File: config.mk
export PLATFORM = sky130hd
export DESIGN_NAME = nvdla_csb_sequencer
export DESIGN_NICKNAME = d
export VERILOG_FILES = /design/src/rtl/nvdla_csb_seq_pkg.sv /design/src/rtl/nvdla_csb_sequencer.sv
export SDC_FILE = /design/constraint.sdc
export NUM_CORES = 1
export LEC_CHECK = 0
export BUFFER_PORTS_ARGS = -buffer_cell sky130_fd_sc_hd__buf_2
export CORE_UTILIZATION = 24
export CTS_CLUSTER_SIZE = 40
export DETAILED_ROUTE_END_ITERATION = 10
export PLACE_DENSITY = 0.52
export SLEW_MARGIN = 5
export SYNTH_ARGS = -nofsm -noshare
export SYNTH_HDL_FRONTEND = slang
export SYNTH_SLANG_ARGS = --single-unit
export TNS_END_PERCENT = 10
File: constraint.sdc
create_clock -name csb_clk -period 3.77 [get_ports csb_clk]
set_clock_uncertainty 0.2 [all_clocks]
set_input_delay 0.1885 -clock csb_clk [delete_from_list [all_inputs] [get_ports csb_clk]]
set_output_delay 0.1885 -clock csb_clk [all_outputs]
set_load 0.02 [all_outputs]
File: src/rtl/nvdla_csb_seq_pkg.sv
// Shared types and widths for the NVDLA CSB command sequencer.
`timescale 1ns/1ps
package nvdla_csb_seq_pkg;
    localparam int CSB_AW = 16;
    localparam int CSB_DW = 32;

    typedef enum logic [1:0] {
        OP_WR    = 2'd0,
        OP_WR_NP = 2'd1,
        OP_RD    = 2'd2,
        OP_POLL  = 2'd3
    } cmd_op_e;

    typedef enum logic [2:0] {
        ST_IDLE,
        ST_ISSUE,
        ST_WAIT_WRC,
        ST_WAIT_RD,
        ST_GAP,
        ST_RESP
    } state_e;

    function automatic logic poll_match(input logic [CSB_DW-1:0] data,
                                        input logic [CSB_DW-1:0] exp_v,
                                        input logic [CSB_DW-1:0] mask);
        return ((data ^ exp_v) & mask) == '0;
    endfunction
endpackage

File: src/rtl/nvdla_csb_sequencer.sv
// Single-outstanding CSB command sequencer: writes, reads and masked register polls.
// Define NVDLA_CSB_SEQ_TIMEOUT_EN to bound POLL duration by POLL_TIMEOUT cycles.
`timescale 1ns/1ps
module nvdla_csb_sequencer
    import nvdla_csb_seq_pkg::*;
#(
    parameter int unsigned POLL_GAP     = 4,
    parameter int unsigned POLL_TIMEOUT = 65535
) (
    input  logic              csb_clk,
    input  logic              csb_rst,
    input  logic              cmd_valid,
    output logic              cmd_ready,
    input  logic [1:0]        cmd_op,
    input  logic [CSB_AW-1:0] cmd_addr,
    input  logic [CSB_DW-1:0] cmd_wdat,
    input  logic [CSB_DW-1:0] cmd_mask,
    output logic              rsp_valid,
    input  logic              rsp_ready,
    output logic [CSB_DW-1:0] rsp_data,
    output logic              rsp_err,
    output logic              csb2nvdla_valid,
    input  logic              csb2nvdla_ready,
    output logic [CSB_AW-1:0] csb2nvdla_addr,
    output logic [CSB_DW-1:0] csb2nvdla_wdat,
    output logic              csb2nvdla_write,
    output logic              csb2nvdla_nposted,
    input  logic              nvdla2csb_valid,
    input  logic [CSB_DW-1:0] nvdla2csb_data,
    input  logic              nvdla2csb_wr_complete,
    output logic              busy
);
    localparam logic [15:0] GAP_LAST = 16'(POLL_GAP - 1);

    state_e            state_q;
    cmd_op_e           op_q;
    logic [CSB_AW-1:0] addr_q;
    logic [CSB_DW-1:0] wdat_q, mask_q, rdata_q, csb_wdat_q;
    logic [15:0]       gap_q;
    logic              cmd_ready_q, csb_valid_q, csb_wr_q, csb_np_q, rsp_valid_q, busy_q;
    logic              accept;

    assign accept = cmd_valid && cmd_ready_q;

`ifdef NVDLA_CSB_SEQ_TIMEOUT_EN
    logic        err_q;
    logic [31:0] tmo_q;

    // Cleared on every accept; only consulted while a POLL sits in GAP.
    always_ff @(posedge csb_clk) begin
        if (csb_rst)
            tmo_q <= '0;
        else if (state_q == ST_IDLE && accept)
            tmo_q <= '0;
        else if (state_q == ST_ISSUE || state_q == ST_WAIT_RD || state_q == ST_GAP)
            tmo_q <= tmo_q + 32'd1;
    end
    assign rsp_err = err_q;
`else
    logic unused_tmo;
    assign unused_tmo = ^32'(POLL_TIMEOUT);
    assign rsp_err    = 1'b0;
`endif

    always_ff @(posedge csb_clk) begin
        if (csb_rst) begin
            state_q     <= ST_IDLE;
            op_q        <= OP_WR;
            addr_q      <= '0;
            wdat_q      <= '0;
            mask_q      <= '0;
            rdata_q     <= '0;
            csb_wdat_q  <= '0;
            gap_q       <= '0;
            cmd_ready_q <= 1'b1;
            csb_valid_q <= 1'b0;
            csb_wr_q    <= 1'b0;
            csb_np_q    <= 1'b0;
            rsp_valid_q <= 1'b0;
            busy_q      <= 1'b0;
`ifdef NVDLA_CSB_SEQ_TIMEOUT_EN
            err_q       <= 1'b0;
`endif
        end else begin
            case (state_q)
                ST_IDLE: if (accept) begin
                    op_q        <= cmd_op_e'(cmd_op);
                    addr_q      <= cmd_addr;
                    wdat_q      <= cmd_wdat;
                    mask_q      <= cmd_mask;
                    rdata_q     <= '0;
                    csb_wr_q    <= (cmd_op_e'(cmd_op) == OP_WR) || (cmd_op_e'(cmd_op) == OP_WR_NP);
                    csb_np_q    <= (cmd_op_e'(cmd_op) == OP_WR_NP);
                    csb_wdat_q  <= (cmd_op_e'(cmd_op) == OP_WR || cmd_op_e'(cmd_op) == OP_WR_NP)
                                   ? cmd_wdat : '0;
                    cmd_ready_q <= 1'b0;
                    csb_valid_q <= 1'b1;
                    busy_q      <= 1'b1;
                    state_q     <= ST_ISSUE;
`ifdef NVDLA_CSB_SEQ_TIMEOUT_EN
                    err_q       <= 1'b0;
`endif
                end
                // A return arriving in the same cycle as ready is dropped by design.
                ST_ISSUE: if (csb2nvdla_ready) begin
                    csb_valid_q <= 1'b0;
                    case (op_q)
                        OP_WR: begin
                            rsp_valid_q <= 1'b1;
                            state_q     <= ST_RESP;
                        end
                        OP_WR_NP: state_q <= ST_WAIT_WRC;
                        default:  state_q <= ST_WAIT_RD;
                    endcase
                end
                ST_WAIT_WRC: if (nvdla2csb_wr_complete) begin
                    rsp_valid_q <= 1'b1;
                    state_q     <= ST_RESP;
                end
                ST_WAIT_RD: if (nvdla2csb_valid) begin
                    rdata_q <= nvdla2csb_data;
                    if (op_q == OP_RD || poll_match(nvdla2csb_data, wdat_q, mask_q)) begin
                        rsp_valid_q <= 1'b1;
                        state_q     <= ST_RESP;
                    end else begin
                        gap_q   <= '0;
                        state_q <= ST_GAP;
                    end
                end
                ST_GAP: begin
`ifdef NVDLA_CSB_SEQ_TIMEOUT_EN
                    if (tmo_q >= 32'(POLL_TIMEOUT)) begin
                        err_q       <= 1'b1;
                        rsp_valid_q <= 1'b1;
                        state_q     <= ST_RESP;
                    end else
`endif
                    if (gap_q == GAP_LAST) begin
                        csb_valid_q <= 1'b1;
                        state_q     <= ST_ISSUE;
                    end else begin
                        gap_q <= gap_q + 16'd1;
                    end
                end
                ST_RESP: if (rsp_ready) begin
                    rsp_valid_q <= 1'b0;
                    cmd_ready_q <= 1'b1;
                    busy_q      <= 1'b0;
                    state_q     <= ST_IDLE;
                end
                default: begin
                    state_q     <= ST_IDLE;
                    cmd_ready_q <= 1'b1;
                    csb_valid_q <= 1'b0;
                    rsp_valid_q <= 1'b0;
                    busy_q      <= 1'b0;
                end
            endcase
        end
    end

    assign cmd_ready         = cmd_ready_q;
    assign rsp_valid         = rsp_valid_q;
    assign rsp_data          = rdata_q;
    assign csb2nvdla_valid   = csb_valid_q;
    assign csb2nvdla_addr    = addr_q;
    assign csb2nvdla_wdat    = csb_wdat_q;
    assign csb2nvdla_write   = csb_wr_q;
    assign csb2nvdla_nposted = csb_np_q;
    assign busy              = busy_q;
endmodule

==> impl_metrics.xml, run 1 <==
<?xml version="1.0" encoding="UTF-8"?>
<metrics>
  <group name="sta">
    <metric name="timing_max_transition_violations_final" unit="">0</metric>
    <metric name="rsz0062_at_grt" unit="">false</metric>
    <metric name="finalHoldViolations" unit="">0</metric>
    <metric name="worst-slew-pin-transition" unit="ns">0.882</metric>
    <metric name="total_negative_setup_slacks" unit="ns">0</metric>
    <metric name="final_period_minus_worst_setup_slack" unit="ns">3.21</metric>
    <metric name="final.period_utilization" unit="%">85.2</metric>
    <metric name="max-slew-margin-rel" unit="%">41.2</metric>
    <metric name="max_clock_freq" unit="MHz">311</metric>
    <metric name="smallest_setup_slack_after_layout" unit="ns">0.559</metric>
    <metric name="setup_viol" unit="">0</metric>
  </group>
  <group name="floorplanning">
    <metric name="floorplan.die.width" unit="µm">173</metric>
    <metric name="initial_utilization" unit="%">24.5</metric>
    <metric name="dieHeight" unit="µm">173</metric>
    <metric name="core-area" unit="µm²">28800</metric>
    <metric name="overall_die_area" unit="µm²">30100</metric>
    <metric name="rows" unit="">62</metric>
    <metric name="ios" unit="">208</metric>
  </group>
  <group name="placement">
    <metric name="numPortBuffers" unit="">206</metric>
    <metric name="detailed_placer_s_ending_hpwl" unit="µm">16300</metric>
    <metric name="worst_setup_slack_after_placement" unit="ns">0.962</metric>
    <metric name="globalplace.congestion" unit="">0.819</metric>
  </group>
  <group name="worst_setup_path">
    <metric name="crit_buf_inv" unit="">2</metric>
    <metric name="cpPeakStageDelay" unit="ns">0.74</metric>
    <metric name="startpoint" unit="">state_q[2]$_SDFFE_PP0P_</metric>
    <metric name="setup.worst_path.end_class" unit="">flip-flop</metric>
    <metric name="critical-path-top-delay-family" unit="">simple AND/OR/NAND/NOR gates</metric>
    <metric name="worst_path_max_delay_cell" unit="">sky130_fd_sc_hd__nor4b_1</metric>
    <metric name="path_cells" unit="">nor4b_1 -&gt; and2_4 -&gt; buf_4 -&gt; nand2_1 -&gt; a21oi_1 -&gt; dlygate4sd3_1</metric>
    <metric name="setup.worst_path.start_class" unit="">flip-flop</metric>
    <metric name="critical_path_arrival" unit="ns">3.38</metric>
    <metric name="cp_max_fo" unit="">55</metric>
    <metric name="r2r-start" unit="">state_q[2]$_SDFFE_PP0P_</metric>
    <metric name="cp_data_required_time" unit="ns">3.94</metric>
    <metric name="setup.worst_path.class" unit="">reg -&gt; reg</metric>
  </group>
  <group name="finish">
    <metric name="final_layout_size_suffix_gt1_share" unit="%">21.1</metric>
    <metric name="antenna_diodes" unit="">0</metric>
    <metric name="finish.net_count" unit="">1315</metric>
    <metric name="layout.cells.most_common" unit="">sky130_fd_sc_hd__nand2_1</metric>
    <metric name="layout.cells.most_common_list" unit="">sky130_fd_sc_hd__nand2_1 (249), sky130_fd_sc_hd__buf_2 (205), sky130_fd_sc_hd__dfxtp_1 (171)</metric>
    <metric name="flow.area_growth_from_synthesis" unit="%">49.1</metric>
    <metric name="fillCellCount" unit="">2970</metric>
  </group>
  <group name="power_and_ir_drop">
    <metric name="cellInternalPower" unit="µW">3750</metric>
    <metric name="comb_power_share" unit="%">26.2</metric>
    <metric name="clock_power_share" unit="%">34.8</metric>
    <metric name="sequential_fraction_of_design_power" unit="%">39.0</metric>
    <metric name="power_switching" unit="µW">1890</metric>
    <metric name="p_leak" unit="µW">0.00427</metric>
    <metric name="power.share.switching" unit="%">33.5</metric>
    <metric name="vdd_ir_drop_max" unit="µV">351</metric>
    <metric name="power.density_cell_area" unit="nW/µm²">537</metric>
  </group>
  <group name="global_route">
    <metric name="via_count_of_the_first_global_routing_pass" unit="">6962</metric>
    <metric name="track_usage" unit="%">16.6</metric>
    <metric name="largest_net_degree_at_the_start_of_global_routing" unit="">148</metric>
    <metric name="antenna_found_initial" unit="">0</metric>
    <metric name="wire_length_of_the_first_global_routing_pass" unit="µm">38600</metric>
    <metric name="globalRoute.totalOverflow" unit="">0</metric>
  </group>
  <group name="clock_network">
    <metric name="cts_max_path_buffers" unit="">2</metric>
    <metric name="cts_tree" unit="">yes</metric>
    <metric name="number_of_clock_buffers_inserted_by_tritoncts" unit="">17</metric>
    <metric name="clock_insertion_delay_at_the_later_pin_of_the_skew_report" unit="ns">0.43</metric>
    <metric name="cts_resized" unit="">0</metric>
    <metric name="cts_htree_levels" unit="">4</metric>
    <metric name="cts.clk_slew.worst_paths" unit="ns">0.07</metric>
    <metric name="post-cts-setup-buffers" unit="">0</metric>
    <metric name="clock_tree.root_cell" unit="">sky130_fd_sc_hd__clkbuf_16</metric>
    <metric name="numClockSinks" unit="">171</metric>
    <metric name="ctsHoldBuffers" unit="">145</metric>
  </group>
  <group name="logic_synthesis">
    <metric name="yosysSeqAreaShare" unit="%">48.6</metric>
    <metric name="synth_fp_nets" unit="">1004</metric>
    <metric name="ys_types" unit="">46</metric>
    <metric name="synth.avg_cell_area" unit="µm²">7.99</metric>
    <metric name="yosysWarningCount" unit="">0</metric>
    <metric name="post_syn_instances" unit="">882</metric>
    <metric name="synthesis.area" unit="µm²">7050</metric>
    <metric name="ys_top_cells_by_area" unit="">sky130_fd_sc_hd__dfxtp_1 (49%), sky130_fd_sc_hd__nand2_1 (13%), sky130_fd_sc_hd__a21oi_1 (11%), sky130_fd_sc_hd__xor2_1 (4.1%), sky130_fd_sc_hd__nand3b_1 (3.5%)</metric>
    <metric name="post-synth-top-area-cell" unit="">sky130_fd_sc_hd__dfxtp_1</metric>
    <metric name="yosysTopAreaCellShare" unit="%">48.6</metric>
    <metric name="ys_ff_latch" unit="">171</metric>
  </group>
  <group name="route">
    <metric name="drc_errors" unit="">0</metric>
    <metric name="wire_per_inst" unit="µm">15.7</metric>
    <metric name="route.final.wire_length" unit="µm">25000</metric>
    <metric name="viasPerCell" unit="">4.55</metric>
    <metric name="num_vias" unit="">7232</metric>
    <metric name="drtIter0Drc" unit="">462</metric>
    <metric name="firstDrtPassIters" unit="">5</metric>
    <metric name="ant_nets" unit="">0</metric>
  </group>
  <group name="run">
    <metric name="maxCapViolations" unit="">0</metric>
  </group>
  <group name="status">
    <metric name="status" unit="">finished, final reports clean</metric>
  </group>
  <group name="hold_path">
    <metric name="path_type_of_the_worst_min_delay_path" unit="">in -&gt; reg</metric>
    <metric name="hold_start" unit="">cmd_valid</metric>
  </group>
</metrics>
==> sequential cells by signal, indices dropped and copies added, names as in the netlist <==
signal and count:
csb2nvdla_write 1, op_q 2, csb2nvdla_valid 1, rsp_data 32, cmd_ready 1, busy 1, gap_q 16, csb2nvdla_wdat 32
csb2nvdla_addr 16, rsp_valid 1, mask_q 32, csb2nvdla_nposted 1, state_q 3, wdat_q 32
==> per-layer routing <==
| layer | vias to the layer above | global-route usage, % | wire, µm |
|---|---|---|---|
| met2 | 196 | 25.7 | 11400 |
| met3 | 26 | 3.29 | 1210 |
| met5 | - | 0 | 0 |
| met4 | 0 | 6.05 | 524 |
| li1 | 3649 | - | - |
| met1 | 3361 | 22.6 | 11900 |
==> cells in the mapped netlist, drive strengths merged <==
cell / number
ha: 1
o21a: 4
and4: 1
a21boi: 1
xor2: 33
o31ai: 1
a311oi: 9
nand2: 250
o22a: 1
conb: 1
nand4: 12
nand2b: 2
o211ai: 3
nor4b: 2
a21oi: 154
clkinv: 1
clkbuf: 58
a31oi: 7
or3: 3
and2: 6
inv: 4
nor4: 3
nor3b: 2
nand3: 45
o22ai: 7
o41ai: 1
and3: 5
or3b: 1
a21o: 2
o21ai: 10
or4: 3
buf: 10
nand3b: 33
a221oi: 1
dfxtp: 171
a41o: 1
a22oi: 16
nor3: 8
nor2: 9
==> worst paths after layout <==
path | depth (start not counted) | endpoint | slack, ns
worst max-delay path | 6 | wdat_q[16]$_SDFFE_PP0P_ | 0.56
worst min-delay path | 3 | cmd_ready$_SDFFE_PP1P_ | 0.03
worst max register to register | 6 | wdat_q[16]$_SDFFE_PP0P_ | 0.56
worst min register to register | 2 | csb2nvdla_wdat[2]$_SDFFE_PP0P_ | 0.25
==> through the flow <==
step	power, µW	hold slack, ns	cells	utilization (%)	area, µm²
after floorplan	3110	0.124	882	-	7050
after global placement	3600	0.229	1413	29.2	8400
after detailed placement	3610	0.235	1413	29.2	8400
after CTS	5720	0.0107	1590	36.5	10500
after global routing	5960	0.0606	1590	36.5	10500
final	5640	0.0301	1590	36.5	10500
==> area by class of cell <==
class	count	area, µm²	share of cell area [%]
timing repair buffer	360	2580	24.6
tap	384	480	4.57
multi-input combinational	638	3350	31.9
clock inverter	14	219	2.08
sequential	171	3420	32.6
inverter	5	18.8	0.179
clock buffer	18	429	4.09
==> kinds of logic after synthesis <==
kind of cell	synth area share [%]
AOI/OAI and AO/OA	17.4
xor gates and xnor gates	4.10
and+or+nand+nor	25.6
DFF	48.6
adders and majority gates	0.178
other	0.0532
buffers and inverters	4.07
==> power groups by stage <==
stage               registers, µW  logic [µW]  clock network (µW)
global placement             2230        1360                   0
detailed placement           2240        1370                   0
CTS                          2200        1500                2030
floorplan                    2290         820                   0
finish                       2200        1480                1960
global route                 2230        1630                2100
==> worst reg2reg max path, stage by stage, from the launching register on <==
cell and delay, ns:
sky130_fd_sc_hd__dfxtp_1 0.46, sky130_fd_sc_hd__nor4b_1 0.74, sky130_fd_sc_hd__and2_4 0.69, sky130_fd_sc_hd__buf_4 0.32, sky130_fd_sc_hd__nand2_1 0.07, sky130_fd_sc_hd__a21oi_1 0.12, sky130_fd_sc_hd__dlygate4sd3_1 0.55
No activity file was read; power rests on OpenSTA's default activity.
==> run 2: changes to the inputs <==
--- a/config.mk
+++ b/config.mk
@@ -9,7 +9,7 @@
 export CORE_UTILIZATION = 24
 export CTS_CLUSTER_SIZE = 40
 export DETAILED_ROUTE_END_ITERATION = 10
-export PLACE_DENSITY = 0.52
+export PLACE_DENSITY = 0.54
 export SLEW_MARGIN = 5
 export SYNTH_ARGS = -nofsm -noshare
 export SYNTH_HDL_FRONTEND = slang
==> constraint.sdc (replaced) <==
create_clock -name csb_clk -period 2.7 [get_ports csb_clk]
set_clock_uncertainty 0.2 [all_clocks]
set_input_delay 0.135 -clock csb_clk [delete_from_list [all_inputs] [get_ports csb_clk]]
set_output_delay 0.135 -clock csb_clk [all_outputs]
set_load 0.02 [all_outputs]
==> run 2 against run 1 <==
Against the previous run: largest power group unchanged; hold slack improved by 0.0032 ns; register-to-register slack got worse by 0.37 ns; clock-buffer cell count decreased by 1; routed wire length increased by 0.55%; clock power increased by 29%; global-route usage increased by 0.058 points; sequential power increased by 39%.
==> impl_metrics.xml, run 2 (synthesis results as in run 1) <==
<?xml version="1.0" encoding="UTF-8"?>
<metrics>
  <group name="worst_setup_path">
    <metric name="reg2reg_slack" unit="ns">0.19</metric>
    <metric name="r2r-start" unit="">state_q[2]$_SDFFE_PP0P_</metric>
    <metric name="rr_worst_depth" unit="">7</metric>
    <metric name="timing.rr.end" unit="">rsp_data[0]$_SDFFE_PP0P_</metric>
    <metric name="critical_path_arrival" unit="ns">2.63</metric>
    <metric name="setup.worst_path.start_class" unit="">flip-flop</metric>
    <metric name="cp_max_fo" unit="">37</metric>
    <metric name="cp_data_required_time" unit="ns">2.83</metric>
    <metric name="setup.worst_path.end_class" unit="">flip-flop</metric>
    <metric name="setup.worst_path.class" unit="">reg -&gt; reg</metric>
  </group>
  <group name="power_and_ir_drop">
    <metric name="p_leak" unit="µW">0.00418</metric>
    <metric name="power.share.switching" unit="%">36.0</metric>
    <metric name="power.density_cell_area" unit="nW/µm²">752</metric>
    <metric name="power_switching" unit="µW">2810</metric>
    <metric name="comb_power_share" unit="%">28.4</metric>
    <metric name="vdd_ir_drop_max" unit="µV">369</metric>
    <metric name="report.power.total" unit="µW">7800</metric>
    <metric name="clock_power_share" unit="%">32.5</metric>
    <metric name="sequential_fraction_of_design_power" unit="%">39.2</metric>
    <metric name="cellInternalPower" unit="µW">4990</metric>
  </group>
  <group name="hold_path">
    <metric name="hold_start" unit="">cmd_valid</metric>
    <metric name="path_type_of_the_worst_min_delay_path" unit="">in -&gt; reg</metric>
    <metric name="min_to" unit="">csb2nvdla_valid$_SDFFE_PP0P_</metric>
    <metric name="min_delay_path_depth" unit="">4</metric>
  </group>
  <group name="sta">
    <metric name="max-slew-margin-rel" unit="%">60.4</metric>
    <metric name="rsz0062_at_grt" unit="">false</metric>
    <metric name="smallest_setup_slack_after_layout" unit="ns">0.193</metric>
    <metric name="max_clock_freq" unit="MHz">399</metric>
    <metric name="total_negative_setup_slacks" unit="ns">0</metric>
    <metric name="final.period_utilization" unit="%">92.9</metric>
    <metric name="worst-slew-pin-transition" unit="ns">0.594</metric>
    <metric name="timing_max_transition_violations_final" unit="">0</metric>
    <metric name="holdWs" unit="ns">0.0333</metric>
    <metric name="setup_viol" unit="">0</metric>
    <metric name="finalHoldViolations" unit="">0</metric>
    <metric name="final_period_minus_worst_setup_slack" unit="ns">2.51</metric>
  </group>
  <group name="floorplanning">
    <metric name="rows" unit="">62</metric>
    <metric name="core-area" unit="µm²">28800</metric>
    <metric name="floorplan.die.width" unit="µm">173</metric>
    <metric name="ios" unit="">208</metric>
    <metric name="initial_utilization" unit="%">24.5</metric>
    <metric name="dieHeight" unit="µm">173</metric>
    <metric name="overall_die_area" unit="µm²">30100</metric>
  </group>
  <group name="finish">
    <metric name="multi_input_area" unit="µm²">3350</metric>
    <metric name="layout.cells.most_common" unit="">sky130_fd_sc_hd__nand2_1</metric>
    <metric name="finish.net_count" unit="">1304</metric>
    <metric name="flow.area_growth_from_synthesis" unit="%">47.3</metric>
    <metric name="layout.cells.most_common_list" unit="">sky130_fd_sc_hd__nand2_1 (249), sky130_fd_sc_hd__buf_2 (205), sky130_fd_sc_hd__dfxtp_1 (171)</metric>
    <metric name="final_layout_size_suffix_gt1_share" unit="%">21.8</metric>
    <metric name="fillCellCount" unit="">2966</metric>
    <metric name="final_core_util" unit="%">36.1</metric>
    <metric name="seqCellArea" unit="µm²">3420</metric>
  </group>
  <group name="route">
    <metric name="num_vias" unit="">7280</metric>
    <metric name="wire_per_inst" unit="µm">15.9</metric>
    <metric name="route.final.wire_length" unit="µm">25100</metric>
    <metric name="viasPerCell" unit="">4.61</metric>
    <metric name="drtIter0Drc" unit="">525</metric>
    <metric name="ant_nets" unit="">0</metric>
    <metric name="firstDrtPassIters" unit="">5</metric>
    <metric name="drc_errors" unit="">0</metric>
  </group>
  <group name="global_route">
    <metric name="via_count_of_the_first_global_routing_pass" unit="">6930</metric>
    <metric name="antenna_found_initial" unit="">0</metric>
    <metric name="track_usage" unit="%">16.6</metric>
    <metric name="globalRoute.totalOverflow" unit="">0</metric>
    <metric name="largest_net_degree_at_the_start_of_global_routing" unit="">115</metric>
    <metric name="wire_length_of_the_first_global_routing_pass" unit="µm">38800</metric>
  </group>
  <group name="run">
    <metric name="maxCapViolations" unit="">0</metric>
  </group>
  <group name="clock_network">
    <metric name="post-cts-setup-buffers" unit="">0</metric>
    <metric name="cts.clk_slew.worst_paths" unit="ns">0.07</metric>
    <metric name="cts_resized" unit="">0</metric>
    <metric name="cts_max_path_buffers" unit="">2</metric>
    <metric name="number_of_clock_buffers_inserted_by_tritoncts" unit="">17</metric>
    <metric name="numClockSinks" unit="">171</metric>
    <metric name="clock_tree.root_cell" unit="">sky130_fd_sc_hd__clkbuf_16</metric>
    <metric name="cts_tree" unit="">yes</metric>
    <metric name="cts_htree_levels" unit="">4</metric>
    <metric name="clock_insertion_delay_at_the_later_pin_of_the_skew_report" unit="ns">0.44</metric>
  </group>
  <group name="placement">
    <metric name="detailed_placer_s_ending_hpwl" unit="µm">16800</metric>
    <metric name="worst_setup_slack_after_placement" unit="ns">0.294</metric>
    <metric name="numPortBuffers" unit="">206</metric>
    <metric name="globalplace.congestion" unit="">0.856</metric>
  </group>
  <group name="status">
    <metric name="status" unit="">finished, final reports clean</metric>
  </group>
</metrics>
[run 2: what timing repair did]
item / 4_1_cts / 5_1_grt
setup endpoints to repair: 0 / 0
hold endpoints to repair: 153 / 0
hold buffers: 128 / 0
[run 2: area by class of cell]
cell class | instances | share of cell area [%]
flip-flops and latches | 171 | 33.0
well taps | 384 | 4.63
clock buffers | 17 | 4.10
diodes | 1 | 0.0241
clock inverters | 15 | 1.65
multi-input cells | 638 | 32.3
inverters | 5 | 0.181
repair buffers | 349 | 24.1
[run 2: metal layers]
metal	track usage [%]	vias up	part of all wire (%)
met5	0	-	0
met4	5.46	0	1.6
met3	3.16	26	4.4
met2	26.1	220	46
met1	22.7	3408	48
li1	-	3626	-
[run 2: how the worst max path moves through the flow]
stage | depth (start not counted) | startpoint | slack (ns) | endpoint
global placement | 7 | gap_q[1]$_SDFFE_PP0P_ | 0.32 | state_q[1]$_SDFFE_PP0P_
global route | 7 | state_q[2]$_SDFFE_PP0P_ | 0.05 | csb2nvdla_addr[14]$_SDFFE_PP0P_
CTS | 7 | state_q[2]$_SDFFE_PP0P_ | 0.16 | rsp_data[0]$_SDFFE_PP0P_
finish | 7 | state_q[2]$_SDFFE_PP0P_ | 0.19 | rsp_data[0]$_SDFFE_PP0P_
detailed placement | 7 | gap_q[1]$_SDFFE_PP0P_ | 0.29 | state_q[1]$_SDFFE_PP0P_
floorplan | 7 | gap_q[1]$_SDFFE_PP0P_ | 0.39 | state_q[1]$_SDFFE_PP0P_
[run 2: worst max-delay path, cell delays in order (launching register included)]
cell and delay, ns:
sky130_fd_sc_hd__dfxtp_1 0.36, sky130_fd_sc_hd__buf_4 0.19, sky130_fd_sc_hd__nor4b_1 0.33, sky130_fd_sc_hd__buf_4 0.20, sky130_fd_sc_hd__nand2_4 0.28, sky130_fd_sc_hd__nand3_1 0.20
sky130_fd_sc_hd__a21oi_1 0.07, sky130_fd_sc_hd__dlygate4sd3_1 0.57
[run 2: power by group through the flow]
stage | registers, µW | logic [µW] | clock network (µW)
final | 3060 | 2210 | 2530
after global routing | 3100 | 2420 | 2710
after CTS | 3050 | 2230 | 2600
after detailed placement | 3110 | 2060 | 0
after global placement | 3100 | 2050 | 0
after floorplan | 3200 | 1140 | 0
[run 2: metrics by stage]
stage,cell area (µm²),cells
detailed placement,8500,1419
finish,10400,1580
CTS,10400,1579
global placement,8500,1419
floorplan,7050,882
global route,10400,1579
==> run 3: changes to the inputs <==
--- a/config.mk
+++ b/config.mk
@@ -10,6 +10,7 @@
 export CTS_CLUSTER_SIZE = 40
 export DETAILED_ROUTE_END_ITERATION = 10
 export PLACE_DENSITY = 0.54
+export SETUP_SLACK_MARGIN = 0.3
 export SLEW_MARGIN = 5
 export SYNTH_ARGS = -nofsm -noshare
 export SYNTH_HDL_FRONTEND = slang
==> run 3 against run 2 <==
Against the previous run: total power rose by 0.22%; critical path type is now in -> reg; sequential power barely moved; critical path depth rose by 2; first-iteration DRC count rose by 3.0%; sequential share of layout area rose by 0.28 points; non-clock buffer count fell by 10; routed wire length barely moved.
==> impl_metrics.xml, run 3 (synthesis results as in run 1) <==
<?xml version="1.0" encoding="UTF-8"?>
<metrics>
  <group name="worst_setup_path">
    <metric name="setup.worst_path.end_class" unit="">flip-flop</metric>
    <metric name="setup.worst_path.class" unit="">in -&gt; reg</metric>
    <metric name="reg2reg_slack" unit="ns">0.38</metric>
    <metric name="cp_data_required_time" unit="ns">2.89</metric>
    <metric name="crit_buf_inv" unit="">3</metric>
    <metric name="path_cells" unit="">dlygate4sd3_1 -&gt; buf_2 -&gt; xor2_1 -&gt; a22oi_1 -&gt; nand4_1 -&gt; or4_4 -&gt; buf_6 -&gt; a311oi_2 -&gt; o21a_1</metric>
    <metric name="critical-path-top-delay-family" unit="">buffers and inverters</metric>
    <metric name="worst_path_max_delay_cell" unit="">sky130_fd_sc_hd__or4_4</metric>
    <metric name="critical_path_arrival" unit="ns">2.51</metric>
    <metric name="setup.worst_path.start_class" unit="">input pin</metric>
    <metric name="r2r-start" unit="">gap_q[0]$_SDFFE_PP0P_</metric>
    <metric name="timing.rr.end" unit="">state_q[1]$_SDFFE_PP0P_</metric>
    <metric name="rr_worst_depth" unit="">7</metric>
    <metric name="cp_max_fo" unit="">14</metric>
    <metric name="cpPeakStageDelay" unit="ns">0.56</metric>
  </group>
  <group name="clock_network">
    <metric name="clock_insertion_delay_at_the_later_pin_of_the_skew_report" unit="ns">0.44</metric>
    <metric name="number_of_clock_buffers_inserted_by_tritoncts" unit="">17</metric>
    <metric name="cts_max_path_buffers" unit="">2</metric>
    <metric name="post-cts-setup-buffers" unit="">0</metric>
    <metric name="clock_tree.root_cell" unit="">sky130_fd_sc_hd__clkbuf_16</metric>
    <metric name="cts_tree" unit="">yes</metric>
    <metric name="cts_htree_levels" unit="">4</metric>
    <metric name="numClockSinks" unit="">171</metric>
    <metric name="cts.clk_slew.worst_paths" unit="ns">0.07</metric>
  </group>
  <group name="hold_path">
    <metric name="min_to" unit="">csb2nvdla_valid$_SDFFE_PP0P_</metric>
    <metric name="path_type_of_the_worst_min_delay_path" unit="">in -&gt; reg</metric>
    <metric name="hold_start" unit="">cmd_valid</metric>
    <metric name="min_delay_path_depth" unit="">4</metric>
  </group>
  <group name="finish">
    <metric name="final_layout_size_suffix_gt1_share" unit="%">22.7</metric>
    <metric name="layout.cells.most_common_list" unit="">sky130_fd_sc_hd__nand2_1 (248), sky130_fd_sc_hd__buf_2 (205), sky130_fd_sc_hd__dfxtp_1 (168)</metric>
    <metric name="finish.net_count" unit="">1294</metric>
    <metric name="final-instance-count-excl-fill" unit="">1570</metric>
    <metric name="layout.cells.most_common" unit="">sky130_fd_sc_hd__nand2_1</metric>
    <metric name="flow.area_growth_from_synthesis" unit="%">46.5</metric>
    <metric name="stdcell_area" unit="µm²">10300</metric>
  </group>
  <group name="run">
    <metric name="maxCapViolations" unit="">0</metric>
  </group>
  <group name="route">
    <metric name="drtIter0Drc" unit="">541</metric>
    <metric name="num_vias" unit="">7241</metric>
    <metric name="drc_errors" unit="">0</metric>
    <metric name="route.final.wire_length" unit="µm">25100</metric>
    <metric name="ant_nets" unit="">0</metric>
    <metric name="firstDrtPassIters" unit="">5</metric>
    <metric name="wire_per_inst" unit="µm">16.0</metric>
    <metric name="viasPerCell" unit="">4.61</metric>
  </group>
  <group name="power_and_ir_drop">
    <metric name="p_leak" unit="µW">0.00412</metric>
    <metric name="vdd_ir_drop_max" unit="µV">371</metric>
    <metric name="power.density_cell_area" unit="nW/µm²">757</metric>
  </group>
  <group name="floorplanning">
    <metric name="rows" unit="">62</metric>
    <metric name="ios" unit="">208</metric>
    <metric name="overall_die_area" unit="µm²">30100</metric>
    <metric name="floorplan.die.width" unit="µm">173</metric>
    <metric name="core-area" unit="µm²">28800</metric>
    <metric name="initial_utilization" unit="%">24.5</metric>
    <metric name="dieHeight" unit="µm">173</metric>
  </group>
  <group name="status">
    <metric name="status" unit="">finished, final reports clean</metric>
  </group>
  <group name="global_route">
    <metric name="track_usage" unit="%">16.6</metric>
    <metric name="via_count_of_the_first_global_routing_pass" unit="">6876</metric>
    <metric name="globalRoute.totalOverflow" unit="">0</metric>
    <metric name="antenna_found_initial" unit="">0</metric>
    <metric name="wire_length_of_the_first_global_routing_pass" unit="µm">38700</metric>
    <metric name="largest_net_degree_at_the_start_of_global_routing" unit="">115</metric>
  </group>
  <group name="placement">
    <metric name="placed_cells_incl_taps" unit="">1419</metric>
    <metric name="numPortBuffers" unit="">206</metric>
    <metric name="worst_setup_slack_after_placement" unit="ns">0.294</metric>
    <metric name="dpl-instance-area" unit="µm²">8500</metric>
    <metric name="globalplace.congestion" unit="">0.856</metric>
    <metric name="detailed_placer_s_ending_hpwl" unit="µm">16800</metric>
  </group>
  <group name="sta">
    <metric name="timing_max_transition_violations_final" unit="">0</metric>
    <metric name="finalHoldViolations" unit="">0</metric>
    <metric name="final.period_utilization" unit="%">86.3</metric>
    <metric name="max-slew-margin-rel" unit="%">60.4</metric>
    <metric name="total_negative_setup_slacks" unit="ns">0</metric>
    <metric name="holdWs" unit="ns">0.0295</metric>
    <metric name="smallest_setup_slack_after_layout" unit="ns">0.370</metric>
    <metric name="setup_viol" unit="">0</metric>
    <metric name="final_period_minus_worst_setup_slack" unit="ns">2.33</metric>
    <metric name="rsz0062_at_grt" unit="">true</metric>
    <metric name="max_clock_freq" unit="MHz">429</metric>
    <metric name="worst-slew-pin-transition" unit="ns">0.594</metric>
  </group>
</metrics>
run 3: area by class of cell:
class	instances	area, µm²
Fill cell	2963	18500
Sequential cell	171	3430
Multi-Input combinational cell	638	3380
Timing Repair Buffer	339	2410
Tap cell	384	480
Clock buffer	17	425
Clock inverter	15	171
Inverter	5	18.8
Antenna cell	1	2.50
run 3: tightest hold or removal path, stage by stage:
cell	delay, ns
sky130_fd_sc_hd__buf_2	0.12
sky130_fd_sc_hd__a21o_1	0.20
sky130_fd_sc_hd__nand3_1	0.09
sky130_fd_sc_hd__a221oi_1	0.07
run 3: through the flow:
| stage | util, % | power [µW] |
|---|---|---|
| floorplan | - | 4340 |
| global placement | 29.5 | 5150 |
| detailed placement | 29.5 | 5170 |
| CTS | 35.7 | 7860 |
| global route | 35.9 | 8240 |
| finish | 35.9 | 7820 |
run 3: routing by layer:
metal,global-route usage (%),vias up,part of all wire (%)
met3,3.14,26,4.0
met1,22.7,3405,48
met4,5.27,0,1.6
met5,0,-,0
li1,-,3605,-
met2,26.1,205,46
run 3: report_power, final:
| group | total (µW) | internal (µW) | switching, µW |
|---|---|---|---|
| Clock | 2540 | 1330 | 1210 |
| Combinational | 2220 | 825 | 1400 |
| Sequential | 3060 | 2840 | 221 |
| Total | 7820 | 4990 | 2830 |
run 3: what timing repair did:
action	CTS	global route
pin swaps	0	2
gates resized for setup	4	10
hold buffers	118	0
endpoints found under the hold margin	153	0
setup endpoints to repair	1	9
run 3: worst max path at each step:
stage               cells past startpoint  slack (ns)                   from                       to
floorplan                               7        0.39  gap_q[1]$_SDFFE_PP0P_  state_q[1]$_SDFFE_PP0P_
global placement                        7        0.32  gap_q[1]$_SDFFE_PP0P_  state_q[1]$_SDFFE_PP0P_
detailed placement                      7        0.29  gap_q[1]$_SDFFE_PP0P_  state_q[1]$_SDFFE_PP0P_
CTS                                     9        0.32      nvdla2csb_data[4]   rsp_valid$_SDFFE_PP0P_
global route                            7        0.28  gap_q[0]$_SDFFE_PP0P_  state_q[1]$_SDFFE_PP0P_
finish                                  9        0.37      nvdla2csb_data[4]   rsp_valid$_SDFFE_PP0P_
